`src/rtl/booth_pkg.sv`:
```
`default_nettype none
// ------------------------------------------------------------------
// booth_pkg : shared default sizing for the operand staging path
// Rev 1.0
// ------------------------------------------------------------------
package booth_pkg;

   localparam int DEFAULT_WIDTH = 16;
   localparam int DEFAULT_DEPTH = 4;

endpackage
`default_nettype wire

```
`src/rtl/operand_buf_mem.sv`:
```
`default_nettype none
// ------------------------------------------------------------------
// operand_buf_mem : operand storage, one write port, registered read port
// Rev 1.0
// ------------------------------------------------------------------
module operand_buf_mem #(
   parameter int WIDTH  = 16,
   parameter int DEPTH  = 4,
   parameter int ADDR_W = $clog2(DEPTH)
) (
   input  logic              clk,
   input  logic              reset,
   input  logic              wr_en,
   input  logic [ADDR_W-1:0] wr_addr,
   input  logic [WIDTH-1:0]  wr_data,
   input  logic              rd_en,
   input  logic [ADDR_W-1:0] rd_addr,
   output logic [WIDTH-1:0]  rd_data
);

   logic [WIDTH-1:0] r_mem [DEPTH];
   logic [WIDTH-1:0] r_rd_data;

   always_ff @(posedge clk) begin
      if (wr_en) begin
         r_mem[wr_addr] <= wr_data;
      end
   end

   // Read sees pre-write contents when both ports hit the same entry.
   always_ff @(posedge clk) begin
      if (!reset) begin
         r_rd_data <= '0;
      end else if (rd_en) begin
         r_rd_data <= r_mem[rd_addr];
      end
   end

   assign rd_data = r_rd_data;

endmodule
`default_nettype wire

```
`src/rtl/operand_stage_buffer.sv`:
```
`default_nettype none
// ------------------------------------------------------------------
// operand_stage_buffer : FIFO staging of operands with registered pop output
// Rev 1.0
// ------------------------------------------------------------------
module operand_stage_buffer
   import booth_pkg::*;
#(
   parameter int WIDTH = DEFAULT_WIDTH,
   parameter int DEPTH = DEFAULT_DEPTH
) (
   input  logic                       clk,
   input  logic                       reset,
   input  logic [WIDTH-1:0]           in,
   input  logic                       ld,
   input  logic                       en,
   input  logic                       clr,
   output logic [WIDTH-1:0]           out,
   output logic                       out_valid,
   output logic                       full,
   output logic                       empty,
   output logic [$clog2(DEPTH+1)-1:0] count,
   output logic                       overflow
);

   localparam int AW = $clog2(DEPTH);
   localparam int CW = $clog2(DEPTH+1);
   localparam logic [CW-1:0] C_DEPTH = CW'(DEPTH);

   logic [AW-1:0] r_wr_ptr;
   logic [AW-1:0] r_rd_ptr;
   logic [CW-1:0] r_count;
   logic          r_out_valid;
   logic          r_overflow;
   logic          w_pop;
   logic          w_push;

   assign full   = (r_count == C_DEPTH);
   assign empty  = (r_count == '0);
   assign w_pop  = en && !empty;
   assign w_push = ld && (!full || w_pop);

   always_ff @(posedge clk) begin
      if (!reset) begin
         r_wr_ptr    <= '0;
         r_rd_ptr    <= '0;
         r_count     <= '0;
         r_out_valid <= 1'b0;
         r_overflow  <= 1'b0;
      end else if (clr) begin
         r_wr_ptr    <= '0;
         r_rd_ptr    <= '0;
         r_count     <= '0;
         r_out_valid <= 1'b0;
         r_overflow  <= 1'b0;
      end else begin
         r_out_valid <= w_pop;
         if (w_push) begin
            r_wr_ptr <= r_wr_ptr + AW'(1);
         end
         if (w_pop) begin
            r_rd_ptr <= r_rd_ptr + AW'(1);
         end
         if (w_push && !w_pop) begin
            r_count <= r_count + CW'(1);
         end else if (w_pop && !w_push) begin
            r_count <= r_count - CW'(1);
         end
         if (ld && !w_push) begin
            r_overflow <= 1'b1;
         end
      end
   end

   // out is the memory's read register: it reloads only on an accepted pop.
   operand_buf_mem #(
      .WIDTH (WIDTH),
      .DEPTH (DEPTH)
   ) u_mem (
      .clk     (clk),
      .reset   (reset),
      .wr_en   (reset && !clr && w_push),
      .wr_addr (r_wr_ptr),
      .wr_data (in),
      .rd_en   (reset && !clr && w_pop),
      .rd_addr (r_rd_ptr),
      .rd_data (out)
   );

   assign out_valid = r_out_valid;
   assign count     = r_count;
   assign overflow  = r_overflow;

endmodule
`default_nettype wire

```
`config.mk`:
```
export PLATFORM = sky130hd
export DESIGN_NAME = operand_stage_buffer
export DESIGN_NICKNAME = d
export VERILOG_FILES = /design/src/rtl/booth_pkg.sv /design/src/rtl/operand_buf_mem.sv /design/src/rtl/operand_stage_buffer.sv
export SDC_FILE = /design/constraint.sdc
export NUM_CORES = 1
export LEC_CHECK = 0
export BUFFER_PORTS_ARGS = -buffer_cell sky130_fd_sc_hd__buf_2
export CAP_MARGIN = 30
export CORE_ASPECT_RATIO = 0.8
export CORE_UTILIZATION = 53
export CTS_BUF_LIST = sky130_fd_sc_hd__clkbuf_4
export DETAILED_ROUTE_END_ITERATION = 10
export GPL_TIMING_DRIVEN = 0
export PLACE_DENSITY = 0.78
export REMOVE_ABC_BUFFERS = 1
export SYNTH_ARGS = -nofsm -noshare
export SYNTH_HDL_FRONTEND = slang
export SYNTH_SLANG_ARGS = --single-unit
```
`constraint.sdc`:
```
create_clock -name clk -period 4.3 [get_ports clk]
set_input_delay 0.645 -clock clk [delete_from_list [all_inputs] [get_ports clk]]
set_output_delay 0.645 -clock clk [all_outputs]
set_load 0.1 [all_outputs]
```
==> results.ini, run 1 <==
[layout]
num-nets-final = 245
num_antenna_cells = 0
area_delta_synth_final_pct = 11.8
postLayoutCoreUtil_pct = 62.6
fillCellCount = 459
final_layout_size_suffix_gt1_share_pct = 32.7

[grt]
track_usage_pct = 17.5
grt_pass1_wl_um = 8110
grt_pass1_vias = 1604
grt_overflow = 0
grt_start_max_net_pins = 18
antenna_found_initial = 0

[clock_network]
path_clk_slew_ns = 0.13
cts.sinks = 89
insertion_delay_ns = 0.43
tritoncts = built
post_cts_buffers = 0
htreeDepth = 3
ctsHoldBuffers = 0
clockRootBuffer = clkbuf_4
cts_resized = 0
clock_path_buffers = 2
cts-buffers-inserted = 9

[die]
fp-row-count = 25
pin_count = 44
core_um2 = 6010
die_area_um2 = 6670
initial_utilization_pct = 56.0
die_y_um = 73.3
fp.dieW_um = 91.1

[sta]
tightest_slew_ns = 0.872
finalCritPeriodShare_pct = 58.4
finalSetupViolCount = 0
finalClockSkew_ns = 0.0186
finalSetupTns_ns = 0
relSlewSlack_pct = 41.9
fmax_mhz = 398
period_needed_ns = 2.51
finalWorstSetupSlack_ns = 1.79
drv_slew = 0
finalHoldViolCount = 0
rsz0062_at_grt = false

[critical_path]
cp.required_ns = 4.66
crit_start = count[0]
reg2reg_depth = 8
reg2reg_to = count[2]
startpoint_type = flop
critPathCaptureType = flop
path_class = flop to flop
worstReg2RegStart = count[0]
critPathMaxFanout = 8
reg2reg_setup_slack_ns = 1.79
worstPathArrival_ns = 2.87
crit_path_end = count[2]

[power_and_ir_drop]
pwr_density_cell_nw_per_um2 = 422
vdd_drop_max_v = 0.000197
power_mw = 1.59
p_leak_nw = 1.37

[logic_synthesis]
yosysMostFrequentCell = edfxtp_1
synth-async-reset-ratio_pct = 0
ys_seq_elements = 89
synth_warnings = 0
synth.distinct_cells = 31
synth_edf_count = 64
synth_top_area_cell = edfxtp_1
ys_seq_area_share_pct = 72.0
yosys-top-cells-count = edfxtp_1 (64), dfxtp_1 (25), a22o_1 (16), mux4_1 (8), mux4_2 (8)
syn_avg_cell_area_um2 = 19.7
synth_area_um2 = 3370
synthTopCellsByArea = edfxtp_1 (57%), dfxtp_1 (15%), mux4_1 (6.2%)
netlist.area_leader.share_pct = 57.1
syn_inst = 171
ys.flop_type = edfxtp_1

[placement]
place_ws_ns = 1.62
dp.final_hpwl_um = 3270
gp_congestion = 0.679
port_buffers = 43

[detailed_routing]
drtPass1Iterations = 4
via_per_inst = 5.51
wirelength_um = 5160
avgRoutedWirePerCell_um = 17.0
drt_iter0_drc = 87
drtAntennaViolNets = 0
vias = 1675
drc = 0

[worst_hold_path]
hold_path_class = input pin to flop
min-delay-start = in[1]

[flow_run]
cap_violations = 0

[outcome]
status = completed

layout make-up:
type | instances | area, um^2 | share of cell area [%]
multi-input cells | 71 | 860 | 22.8
inverters | 3 | 11.3 | 0.299
clock inverters | 4 | 47.5 | 1.26
flip-flops and latches | 89 | 2420 | 64.4
well taps | 81 | 101 | 2.69
clock buffers | 12 | 90.1 | 2.39
repair buffers | 44 | 230 | 6.12
worst max-delay path, cell delays in order (launching register included):
cell and delay (ns):
dfxtp_1 0.59, nor4b_2 0.12, nor2b_1 0.43, ha_1 0.28, inv_1 0.06, fa_1 0.37
xor2_1 0.16, or3_1 0.31, a21oi_1 0.14
metal layers:
metal | share of wire [%] | GRT usage (%) | wire length, um
met1 | 43 | 20.8 | 2240
met2 | 49 | 29.0 | 2520
met3 | 6.4 | 8.39 | 330
met4 | 1.3 | 5.29 | 68
met5 | 0 | 0 | 0
worst min path at each step:
stage / slack [ns] / depth (start not counted) / end
after floorplan: 0.47 / 2 / r_wr_ptr[0]
after global placement: 0.45 / 2 / overflow
after detailed placement: 0.46 / 2 / overflow
after CTS: 0.39 / 1 / u_mem.r_mem[1][1]
after global routing: 0.37 / 1 / u_mem.r_mem[1][11]
final: 0.42 / 1 / u_mem.r_mem[1][1]
logic make-up after synthesis:
group | synth area share [%]
xor+xnor | 1.04
fa+ha+maj | 2.45
simple gates | 3.53
buf+inv | 2.49
mux | 12.2
flops | 72.0
compound gates | 6.32
report_power, final:
group	internal (mW)	switching [mW]	leakage (nW)	total (mW)
clock	0.196	0.251	0.0773	0.446
sequential	0.936	0.0159	0.781	0.951
combinational	0.0496	0.140	0.515	0.190
total	1.18	0.407	1.37	1.59
stage by stage:
| step | hold WS [ns] | std cells | instance area (um^2) |
|---|---|---|---|
| after floorplan | 0.469 | 163 | 3290 |
| after global placement | 0.446 | 287 | 3610 |
| after detailed placement | 0.461 | 288 | 3620 |
| after CTS | 0.394 | 304 | 3760 |
| after global routing | 0.370 | 304 | 3760 |
| final | 0.421 | 304 | 3760 |
flip-flops by register name (all words and copies together) (netlist names):
name and cells:
count 3, overflow 1, out_valid 1, u_mem.rd_data 16
r_wr_ptr 2, r_rd_ptr 2, u_mem.r_mem 64
cells in the final DEF, fill, tap and decap left out:
cell type and n:
a21oi_1 2, a22o_1 16, and3_1 4, buf_2 43, buf_8 1, bufinv_16 1, clkbuf_4 12, clkinv_2 2
clkinvlp_4 1, dfxtp_1 25, edfxtp_1 64, fa_1 1, ha_1 5, inv_1 3, mux2i_1 2, mux4_1 8
mux4_2 8, nand2_1 2, nand2b_1 1, nand4b_1 1, nor2_1 5, nor2_2 1, nor2b_1 2, nor3_1 1
nor3b_1 1, nor4b_2 1, o21a_4 1, o21ai_0 1, o311ai_0 1, o31ai_2 1, o31ai_4 1, or3_1 1
xor2_1 4
Power figures use the tool's default switching activity.
==> inputs of run 2 (changes only) <==
--- a/config.mk
+++ b/config.mk
@@ -5,6 +5,7 @@
 export SDC_FILE = /design/constraint.sdc
 export NUM_CORES = 1
 export LEC_CHECK = 0
+export ABC_AREA = 1
 export BUFFER_PORTS_ARGS = -buffer_cell sky130_fd_sc_hd__buf_2
 export CAP_MARGIN = 30
 export CORE_ASPECT_RATIO = 0.8
@@ -12,7 +13,7 @@
 export CTS_BUF_LIST = sky130_fd_sc_hd__clkbuf_4
 export DETAILED_ROUTE_END_ITERATION = 10
 export GPL_TIMING_DRIVEN = 0
-export PLACE_DENSITY = 0.78
+export PLACE_DENSITY = 0.8
 export REMOVE_ABC_BUFFERS = 1
 export SYNTH_ARGS = -nofsm -noshare
 export SYNTH_HDL_FRONTEND = slang
==> constraint.sdc (replaced) <==
create_clock -name clk -period 2.2 [get_ports clk]
set_input_delay 0.33 -clock clk [delete_from_list [all_inputs] [get_ports clk]]
set_output_delay 0.33 -clock clk [all_outputs]
set_load 0.1 [all_outputs]
==> run 2 against run 1 <==
Effect of this change: critical path type unchanged; combinational power rose by 120%; wire length rose by 39%; largest power group unchanged; first-iteration DRC count rose by 110%; sequential share of layout area fell by 8.0 points; the flow now finishes with violations (DRC, setup timing).
==> results.ini, run 2 <==
[outcome]
status = finished with violations
violations = DRC, setup timing

[grt]
antenna_found_initial = 0
grt_start_max_net_pins = 35
grt_pass1_wl_um = 11800
track_usage_pct = 20.3
grt_overflow = 0
grt_pass1_vias = 2561

[sta]
finalHoldViolCount = 0
drv_slew = 0
period_needed_ns = 2.21
finalClockSkew_ns = 0.0137
finalSetupViolCount = 4
fmax_mhz = 452
relSlewSlack_pct = 36.1
finalWorstSetupSlack_ns = -0.0134
rsz0062_at_grt = true
tightest_slew_ns = 0.958
finalCritPeriodShare_pct = 101

[critical_path]
path_class = flop to flop
critPathMaxFanout = 16
cp.required_ns = 2.25
worstPathArrival_ns = 2.27
critPathCaptureType = flop
worstReg2RegStart = count[0]
reg2reg_setup_slack_ns = -0.01
reg2reg_depth = 6
startpoint_type = flop
crit_start = count[0]
reg2reg_to = u_mem.r_mem[3][9]

[clock_network]
cts.sinks = 89
clock_path_buffers = 2
ctsHoldBuffers = 0
clockRootBuffer = clkbuf_4
insertion_delay_ns = 0.43
tritoncts = built
cts-buffers-inserted = 9
htreeDepth = 3
path_clk_slew_ns = 0.13
post_cts_buffers = 0

[placement]
gp_congestion = 0.714
port_buffers = 43
dp_cells = 546
dp.final_hpwl_um = 4670
place_ws_ns = -0.113

[logic_synthesis]
synth_warnings = 0
synth_area_um2 = 3900
synth_top_area_cell = edfxtp_1
ys.flop_type = edfxtp_1
netlist.area_leader.share_pct = 49.3
synthTopCellsByArea = edfxtp_1 (49%), dfxtp_1 (13%), nand2_1 (12%)
yosysMostFrequentCell = nand2_1
synth_edf_count = 64
yosys-top-cells-count = nand2_1 (129), inv_1 (96), edfxtp_1 (64), nor2_1 (42), nand3_1 (38)
synth.distinct_cells = 18
syn_inst = 429
ys_seq_area_share_pct = 62.2
syn_avg_cell_area_um2 = 9.09
ys_seq_elements = 89
synth-async-reset-ratio_pct = 0

[detailed_routing]
drc = 2
avgRoutedWirePerCell_um = 12.7
drt_iter0_drc = 180
drtPass1Iterations = 8
vias = 2709
wirelength_um = 7150
drtAntennaViolNets = 0
via_per_inst = 4.82

[worst_hold_path]
min_delay_worst_endpoint = u_mem.r_mem[0][1]
hold_depth = 1
hold_path_class = input pin to flop
min-delay-start = in[1]

[layout]
num_antenna_cells = 0
finalNonFillerCells = 562
final_cell_mix = nand2_1 (129), inv_1 (96), edfxtp_1 (64)
final_layout_size_suffix_gt1_share_pct = 14.7
num-nets-final = 497
area_delta_synth_final_pct = 10.2
largest_reg_flops = 64
regMostFlops = u_mem.r_mem
layout_commonest_cell = nand2_1

[die]
fp-row-count = 27
initial_utilization_pct = 55.7
pin_count = 44
fp.dieW_um = 97.9
die_area_um2 = 7700
core_um2 = 6990
die_y_um = 78.7

[power_and_ir_drop]
pwr-share-clk_pct = 25.4
internal_power_mw = 2.18
power_mw = 3.05
pwr_density_cell_nw_per_um2 = 710
switching_share_pct = 28.6
p_comb_share_pct = 13.9
vdd_drop_max_v = 0.000429
p_leak_nw = 2.08
seqPwrFrac_pct = 60.7
switchingPower_uw = 873

[flow_run]
cap_violations = 0

run 2: cell count changes in the layout (fill, tap and decap cells not counted), sizes merged, moves of 2 or more:
cell      delta
inv         +96
mux4        -16
clkinvlp     +2
xor2         -3
nor2        +37
mux2i        -2
a21oi        +4
nand3       +39
and3         -4
o31ai        -2
a22o        -16
nor2b        -2
nand2      +127
run 2: metal layers:
| layer | up-vias | GRT usage (%) | wire length (um) |
|---|---|---|---|
| met4 | 0 | 6.97 | 87 |
| met3 | 12 | 6.69 | 448 |
| met5 | - | 0 | 0 |
| li1 | 1383 | - | - |
| met2 | 76 | 36.1 | 3650 |
| met1 | 1238 | 23.3 | 2970 |
run 2: per-stage QoR:
| step | instance area (um^2) | hold slack (ns) | util [%] | TNS (ns) |
|---|---|---|---|---|
| 4_1_cts | 4290 | 0.0839 | 61.3 | -0.0349 |
| 3_3_place_gp | 4120 | 0.440 | 58.9 | -29.42 |
| 5_1_grt | 4290 | 0.0683 | 61.4 | -4.46 |
| 6_report | 4290 | 0.110 | 61.4 | -0.0332 |
| 2_1_floorplan | 3800 | 0.429 | - | -32.60 |
| 3_5_place_dp | 4170 | 0.453 | 59.7 | -4.45 |
run 2: timing repair:
item	CTS	global route
pin swaps	0	0
setup endpoints to repair	5	48
gates resized for setup	0	1
run 2: worst max path at each step:
stage	cells after the start	to	slack, ns
finish	6	u_mem.r_mem[3][9]	-0.01
global route	6	u_mem.r_mem[3][9]	-0.16
CTS	6	u_mem.r_mem[3][9]	-0.01
detailed placement	5	u_mem.r_mem[3][1]	-0.11
global placement	5	u_mem.r_mem[2][6]	-0.48
floorplan	4	overflow	-1.50
run 2: logic make-up after synthesis:
family	count (synthesis)	share of synthesized area, %
flops	89	62.2
buf+inv	114	12.1
fa+ha+maj	6	2.12
compound gates	6	0.770
xor+xnor	1	0.225
simple gates	213	22.6
run 2: final cells by class:
type	instances	area (um^2)
inverters	99	372
clock buffers	11	82.6
well taps	87	109
flip-flops and latches	89	2420
fillers	582	2700
clock inverters	5	32.5
repair buffers	45	258
multi-input cells	226	1020
run 2: worst max-delay path, stage by stage, from the launching register on:
cell and delay (ns):
dfxtp_1 0.47, nor2_1 0.10, nand3_1 0.16, nand2_1 0.07, inv_1 0.09, nand2_1 0.17
nor2_2 0.77
run 2: power by group through the flow:
stage	registers, mW	logic [mW]	clock network (mW)
final	1.85	0.423	0.774
after CTS	1.85	0.423	0.792
after detailed placement	1.89	0.423	0
after global routing	1.86	0.459	0.861
after global placement	1.89	0.394	0
after floorplan	2.02	0.179	0
==> inputs of run 3 (changes only) <==
--- a/config.mk
+++ b/config.mk
@@ -9,12 +9,14 @@
 export BUFFER_PORTS_ARGS = -buffer_cell sky130_fd_sc_hd__buf_2
 export CAP_MARGIN = 30
 export CORE_ASPECT_RATIO = 0.8
-export CORE_UTILIZATION = 53
+export CORE_UTILIZATION = 35
 export CTS_BUF_LIST = sky130_fd_sc_hd__clkbuf_4
+export CTS_CLUSTER_DIAMETER = 60
 export DETAILED_ROUTE_END_ITERATION = 10
 export GPL_TIMING_DRIVEN = 0
-export PLACE_DENSITY = 0.8
+export PLACE_DENSITY = 0.58
 export REMOVE_ABC_BUFFERS = 1
+export SLEW_MARGIN = 0
 export SYNTH_ARGS = -nofsm -noshare
 export SYNTH_HDL_FRONTEND = slang
 export SYNTH_SLANG_ARGS = --single-unit
==> run 3 against run 2 <==
Effect of this change: the flow now finishes without violations; cell count up 11%; clock power up 19%; worst setup slack better by 0.23 ns; maximum frequency up 12%; flip-flop and latch count unchanged; first-iteration DRC count down 49%; via count down 4.5%; clock skew up 0.0069 ns; register-to-register slack better by 0.29 ns; die area up 50%; utilization down 21 points; critical path type is now flop to output port; critical endpoint is now empty.
==> results.ini, run 3 (synthesized netlist as in run 2, its figures left out) <==
[sta]
rsz0062_at_grt = false
finalSetupViolCount = 0
finalWorstSetupSlack_ns = 0.219
fmax_mhz = 505
finalHoldViolCount = 0
finalCritPeriodShare_pct = 90.0
drv_slew = 0
finalClockSkew_ns = 0.0207
relSlewSlack_pct = 42.9
tightest_slew_ns = 0.855
finalSetupTns_ns = 0
period_needed_ns = 1.98

[layout]
regMostFlops = u_mem.r_mem
seqCellArea_um2 = 2420
num-nets-final = 500
largest_reg_flops = 64
num_antenna_cells = 0
multi_input_area_um2 = 1010
fillCellCount = 1094
area_delta_synth_final_pct = 13.7
final_layout_size_suffix_gt1_share_pct = 15.1
layout_commonest_cell = nand2_1
final_cell_mix = nand2_1 (129), inv_1 (96), edfxtp_1 (64)

[critical_path]
cp.required_ns = 1.87
reg2reg_to = count[2]
crit_path_top_delay_cell = buf_2
worstReg2RegStart = count[0]
path_class = flop to output port
path_delay_family = buffers and inverters
critPathBufInv = 2
worstPathArrival_ns = 1.65
reg2reg_setup_slack_ns = 0.28
critPathCaptureType = output port
crit_path_cell_trace = nor2_1 -> nand2_1 -> inv_1 -> buf_2
critPathMaxStageDelay_ns = 0.42
startpoint_type = flop
cp_num_cells = 4
critPathMaxFanout = 5
reg2reg_depth = 12

[grt]
grt_pass1_wl_um = 12000
grt_start_max_net_pins = 35
track_usage_pct = 14.0
antenna_found_initial = 0
grt_overflow = 0
grt_pass1_vias = 2509

[worst_hold_path]
hold_path_class = input pin to flop
min-delay-start = in[10]
hold_depth = 1
min_delay_worst_endpoint = u_mem.r_mem[0][10]

[clock_network]
cts.sinks = 89
clockRootBuffer = clkbuf_4
clock_path_buffers = 2
tritoncts = built
htreeDepth = 3
ctsHoldBuffers = 0
insertion_delay_ns = 0.45
path_clk_slew_ns = 0.15
post_cts_buffers = 0
cts-buffers-inserted = 9
cts_resized = 0

[die]
fp.dieW_um = 120
initial_utilization_pct = 35.9
die_y_um = 96.4
die_area_um2 = 11600
core_um2 = 10800
fp-row-count = 34
pin_count = 44

[detailed_routing]
drtPass1Iterations = 4
drt_iter0_drc = 92
vias = 2587
avgRoutedWirePerCell_um = 11.5
drtAntennaViolNets = 0
via_per_inst = 4.16
wirelength_um = 7180
drc = 0

[placement]
port_buffers = 43
gp_congestion = 0.662
place_ws_ns = 0.104
dp.final_hpwl_um = 4620

[power_and_ir_drop]
switchingPower_uw = 913
internal_power_mw = 2.28
p_leak_nw = 2.12
switching_share_pct = 28.6
power_mw = 3.19
pwr_density_cell_nw_per_um2 = 721
p_comb_share_pct = 13.2
vdd_drop_max_v = 0.000308
seqPwrFrac_pct = 57.9
pwr-share-clk_pct = 28.8

[outcome]
status = completed

[flow_run]
cap_violations = 0

==> run 3: worst max path at each step <==
stage | startpoint | to | slack (ns)
5_1_grt | count[0] | count[2] | 0.05
2_1_floorplan | count[2] | overflow | -1.50
3_3_place_gp | reset | u_mem.r_mem[3][14] | -0.60
6_report | count[0] | empty | 0.22
3_5_place_dp | reset | u_mem.r_mem[2][3] | 0.10
4_1_cts | count[0] | empty | 0.19
==> run 3: layout make-up <==
class	instances	share of cell area [%]
flip-flops and latches	89	54.7
multi-input cells	226	22.9
clock inverters	7	1.67
inverters	99	8.39
well taps	144	4.07
clock buffers	9	1.52
repair buffers	48	6.83
==> run 3: per-layer routing <==
metal	vias to the layer above	global-route usage [%]	wire, um
met4	0	5.63	52
met3	5	3.40	322
met2	44	25.5	3520
met5	-	0	0
met1	1155	15.9	3280
li1	1383	-	-
==> run 3: stage by stage <==
stage / cell area, um^2 / std cells / utilization, % / hold slack, ns
2_1_floorplan: 3800 / 414 / - / 0.429
3_3_place_gp: 4190 / 601 / 38.7 / 0.437
3_5_place_dp: 4290 / 606 / 39.6 / 0.440
4_1_cts: 4430 / 622 / 40.9 / 0.0673
5_1_grt: 4430 / 622 / 40.9 / 0.0639
6_report: 4430 / 622 / 40.9 / 0.0942
==> run 3: worst reg2reg max path, cell delays in order (launching register included) <==
cell     delay (ns)
dfxtp_1        0.39
nor2_1         0.16
nand2_1        0.17
nand2_1        0.15
ha_1           0.18
inv_1          0.07
fa_1           0.38
inv_1          0.07
nand2_1        0.04
nand3_1        0.08
nand2_1        0.05
nand2_1        0.05
nor2_1         0.04
==> run 3: power groups by stage <==
stage | clock (mW) | combinational (mW) | sequential [mW]
after floorplan | 0 | 0.179 | 2.02
after global placement | 0 | 0.403 | 1.89
after detailed placement | 0 | 0.426 | 1.89
after CTS | 0.953 | 0.428 | 1.85
after global routing | 1.01 | 0.466 | 1.86
final | 0.921 | 0.423 | 1.85
